==> config.mk <==
export PLATFORM = sky130hd
export DESIGN_NAME = apb_cmd_master
export DESIGN_NICKNAME = d
export VERILOG_FILES = /design/src/rtl/apb_cmd_master.sv
export SDC_FILE = /design/constraint.sdc
export NUM_CORES = 1
export LEC_CHECK = 0
export CAP_MARGIN = 0
export CORE_ASPECT_RATIO = 1.2
export CORE_MARGIN = 3
export CORE_UTILIZATION = 35
export DETAILED_ROUTE_END_ITERATION = 12
export GPL_ROUTABILITY_DRIVEN = 0
export HOLD_SLACK_MARGIN = 0.12
export PLACE_DENSITY = 0.79
export SETUP_SLACK_MARGIN = 0.2
export SYNTH_ARGS = -nofsm -noshare
export SYNTH_HDL_FRONTEND = slang
export SYNTH_SLANG_ARGS = --single-unit
==> constraint.sdc <==
create_clock -name clk -period 1.95 [get_ports clk]
set_clock_uncertainty 0.15 [all_clocks]
set_input_delay 0.195 -clock clk [delete_from_list [all_inputs] [get_ports clk]]
set_output_delay 0.195 -clock clk [all_outputs]
set_load 0.03 [all_outputs]
==> src/rtl/apb_cmd_master.sv <==
// APB3 requester: turns one register-access command at a time into an APB transfer,
// bounds each access with a wait timeout and keeps saturating error counters.
module apb_cmd_master #(
  parameter int ADDR_BITS = 16,
  parameter int TIMEOUT   = 255
) (
  input  logic                 clk,
  input  logic                 reset,
  input  logic [ADDR_BITS-1:0] cmd_addr_in,
  input  logic [31:0]          cmd_wdata_in,
  input  logic                 cmd_write_in,
  input  logic                 cmd_vld_in,
  output logic                 cmd_rdy_out,
  output logic [31:0]          rsp_data_out,
  output logic [1:0]           rsp_err_out,
  output logic                 rsp_write_out,
  output logic                 rsp_vld_out,
  input  logic                 rsp_rdy_in,
  output logic                 apb_psel_out,
  output logic                 apb_penable_out,
  output logic                 apb_pwrite_out,
  output logic [ADDR_BITS-1:0] apb_paddr_out,
  output logic [31:0]          apb_pwdata_out,
  input  logic [31:0]          apb_prdata_in,
  input  logic                 apb_pready_in,
  input  logic                 apb_pslverr_in,
  output logic [7:0]           tout_cnt_out,
  output logic [7:0]           serr_cnt_out
);

  // Counter only has to reach TIMEOUT-1; with TIMEOUT=0 it free-runs unused.
  localparam int WCNT_W = (TIMEOUT > 1) ? $clog2(TIMEOUT) : 1;
  localparam logic [WCNT_W-1:0] TO_LAST = WCNT_W'((TIMEOUT > 0) ? TIMEOUT - 1 : 0);
  localparam bit TO_EN = (TIMEOUT != 0);

  typedef enum logic [1:0] {IDLE, SETUP, ACCESS, RESP} state_t;

  state_t            state;
  logic [WCNT_W-1:0] wait_cnt;

  always_ff @(posedge clk) begin
    if (reset) begin
      state           <= IDLE;
      wait_cnt        <= '0;
      cmd_rdy_out     <= 1'b0;
      rsp_data_out    <= '0;
      rsp_err_out     <= 2'b00;
      rsp_write_out   <= 1'b0;
      rsp_vld_out     <= 1'b0;
      apb_psel_out    <= 1'b0;
      apb_penable_out <= 1'b0;
      apb_pwrite_out  <= 1'b0;
      apb_paddr_out   <= '0;
      apb_pwdata_out  <= '0;
      tout_cnt_out    <= 8'd0;
      serr_cnt_out    <= 8'd0;
    end else begin
      case (state)
        IDLE: begin
          cmd_rdy_out <= 1'b1;
          if (cmd_vld_in && cmd_rdy_out) begin
            cmd_rdy_out    <= 1'b0;
            apb_psel_out   <= 1'b1;
            apb_paddr_out  <= {cmd_addr_in[ADDR_BITS-1:2], 2'b00};
            apb_pwrite_out <= cmd_write_in;
            apb_pwdata_out <= cmd_write_in ? cmd_wdata_in : 32'd0;
            wait_cnt       <= '0;
            state          <= SETUP;
          end
        end
        SETUP: begin
          apb_penable_out <= 1'b1;
          state           <= ACCESS;
        end
        ACCESS: begin
          // pready wins over a timeout landing in the same cycle
          if (apb_pready_in) begin
            apb_psel_out    <= 1'b0;
            apb_penable_out <= 1'b0;
            rsp_data_out    <= apb_pwrite_out ? 32'd0 : apb_prdata_in;
            rsp_err_out     <= apb_pslverr_in ? 2'b01 : 2'b00;
            rsp_write_out   <= apb_pwrite_out;
            rsp_vld_out     <= 1'b1;
            if (apb_pslverr_in && serr_cnt_out != 8'hff)
              serr_cnt_out <= serr_cnt_out + 8'd1;
            state <= RESP;
          end else if (TO_EN && wait_cnt == TO_LAST) begin
            apb_psel_out    <= 1'b0;
            apb_penable_out <= 1'b0;
            rsp_data_out    <= 32'd0;
            rsp_err_out     <= 2'b10;
            rsp_write_out   <= apb_pwrite_out;
            rsp_vld_out     <= 1'b1;
            if (tout_cnt_out != 8'hff)
              tout_cnt_out <= tout_cnt_out + 8'd1;
            state <= RESP;
          end else begin
            wait_cnt <= wait_cnt + 1'b1;
          end
        end
        RESP: begin
          if (rsp_rdy_in) begin
            rsp_vld_out <= 1'b0;
            cmd_rdy_out <= 1'b1;
            state       <= IDLE;
          end
        end
        default: state <= IDLE;
      endcase
    end
  end

endmodule
==> metrics.txt <==
Net Switching 1.391 mW; reg2reg end wait_cnt[6]; Final HPWL DP 9.555 mm; P per Cell Area 721.9 nW/um2; ANT nets after route 0; Worst Hold End serr_cnt_out[0]; initial antenna violation count 1; Syn. warnings 0; core area 12,220 um2; register bit total from synthesis 112; EDFF count, synth 0; I/O Pins 191; Final Power 5.292 mW; CTS Buffer Depth 2; ANT cells 0; CTS tree yes; Cell Area, Synth 4428 um2; VDD IR max 0.5123 mV; Clock Sinks 112; total gr overflow 0; Worst Hold Slack 0.2405 ns; status finished clean; vias in the first global route 4,391; Worst-Skew Late Latency 0.34 ns; DRT iter0 DRCs 321; die width 108.7 um; CP Launch Type flop; worst hold path type input pin to flop; # port buffers 186; Reg power frac 45.8%; total wire length 14.77 mm; H-tree levels 3; final hold violations 0; Clock Power Share 34.2%; Die ar. 14,040 um2; CTS root buffer clkbuf_16; Routed WL per cell 16.80 um; CTS buffer count 9; Final nets 808; Hold Path Origin reset; Mapped Cells 517; largest net degree at the start of global routing 107; setup TNS 0 ns; final period utilization 93.59%; Top FF cell, synth dfxtp_1; drt drc 0; Lkg Pwr 3.019 nW; Crit path required time 2.04 ns; Internal 3.900 mW; WP data arrival 1.91 ns; Die H 129.2 um; Yosys cell types 53; layout cells sized above 1 13.37%; worst setup path class flop to flop; fin crit period 1.825 ns; commonest non-fill, non-tap cells in the layout clkdlybuf4s50_1 (143), dfxtp_1 (106), nand2_1 (76); Hold-fix buffers, CTS 0; Via Count 4,608; fmax 548.0 MHz; logic gate share of total power 20.0%; ys async rst share 0%; Max Cap Viol 0; vias per cell 5.242; Synth-to-Final Area Change 65.56%; synthesized area per cell 8.565 um2; GRT Overall Usage 18.61%; Final setup viols 0; Seq/Total Area, Yosys 50.64%; Hold Path Stages 3; switching portion of total power 26.29%; commonest non-fill, non-tap cell in the layout clkdlybuf4s50_1; Critical Path Sink Type flop; fin. max-slew vios 0; # rows 44; worst r2r src wait_cnt[0]; first-pass GRT wire length 21.00 mm; RSZ-0062 raised after global routing true; drt first pass iters 6; Initial Util 36.23%; Worst R2R Setup Slack 0.13 ns; clk slew on worst S/H paths 0.07 ns; R2R cell count 7; CP Max Fanout 7
-- critical path: stages (launching register included) --
cell and delay [ns]:
dfxtp_4 0.35, inv_2 0.04, ha_4 0.15, and4_4 0.17, buf_4 0.14, a21o_4 0.24, a211o_1 0.28, a31o_2 0.20
-- flip-flops by register name, indices dropped and copies added, names as in the netlist --
| register | cells |
|---|---|
| apb_pwdata_out | 32 |
| rsp_data_out | 32 |
| apb_paddr_out | 14 |
| serr_cnt_out | 8 |
| tout_cnt_out | 8 |
| wait_cnt | 8 |
| rsp_err_out | 2 |
| state | 2 |
| apb_penable_out | 1 |
| apb_psel_out | 1 |
| apb_pwrite_out | 1 |
| cmd_rdy_out | 1 |
| rsp_vld_out | 1 |
| rsp_write_out | 1 |
-- cells by family after synthesis --
group           Yosys count  share of synthesized area (%)
simple gates            203                          21.14
compound gates          136                          19.38
flops                   112                          50.64
other cells               1                        0.08469
fa+ha+maj                 7                          1.978
buf+inv                  49                          4.888
mux                       3                         0.7064
xor+xnor                  6                          1.187
-- synth_stat cells (all sizes together) (5+ instances only) --
master	instances	share of area [%]
nor2	46	3.9
o21ai	11	1.2
a21oi	61	7.0
dfxtp	112	51
inv	9	0.76
buf	17	2.1
nand3	45	5.4
clkbuf	22	1.9
ha	7	2.0
nor4	5	0.71
nand2	77	6.5
a22oi	32	5.4
-- routing by layer --
layer / GRT usage, % / part of all wire, %
met5: 0 / 0.088
met4: 7.132 / 2.6
met3: 5.282 / 8.5
met1: 21.16 / 39
met2: 32.88 / 50
-- what timing repair did --
action	CTS	global route
pin swaps	5	4
setup buffers	5	7
gates cloned	1	5
endpoints found under the setup margin	72	120
gates resized for setup	35	50
-- per-stage QoR --
step / instance area [um2] / instances / setup WS (ns) / util, %
5_1_grt: 7331 / 879 / 0.07669 / 59.98
6_report: 7331 / 879 / 0.1251 / 59.98
3_3_place_gp: 6575 / 846 / 0.02349 / 53.80
4_1_cts: 6969 / 867 / 0.1288 / 57.02
2_1_floorplan: 4482 / 518 / 0.1782 / -
3_5_place_dp: 6575 / 846 / -0.04698 / 53.80
-- power groups by stage --
stage | Clock [mW] | Combinational (mW) | Sequential (mW)
5_1_grt | 1.95 | 1.13 | 2.43
4_1_cts | 1.86 | 0.949 | 2.42
2_1_floorplan | 0 | 0.306 | 2.62
6_report | 1.81 | 1.06 | 2.42
3_3_place_gp | 0 | 0.886 | 2.47
3_5_place_dp | 0 | 0.907 | 2.47
-- worst max-delay path by stage --
stage,slack (ns),end,from,depth (start not counted)
6_report,0.13,wait_cnt[6],wait_cnt[0],7
5_1_grt,0.08,tout_cnt_out[5],tout_cnt_out[3],4
4_1_cts,0.13,tout_cnt_out[3],state[0],6
3_5_place_dp,-0.05,tout_cnt_out[5],apb_pready_in,5
3_3_place_gp,0.02,wait_cnt[2],apb_pready_in,6
2_1_floorplan,0.18,apb_pwdata_out[29],state[1],7
-- area by class of cell --
class                           instances  area (um2)
Clock buffer                           11       242.7
Clock inverter                          4       45.04
Fill cell                            1072        4891
Inverter                               10       41.29
Multi-Input combinational cell        357        2192
Sequential cell                       112        2255
Tap cell                              161       201.4
Timing Repair Buffer                  224        2354
No activity file was read; power rests on OpenSTA's default activity.
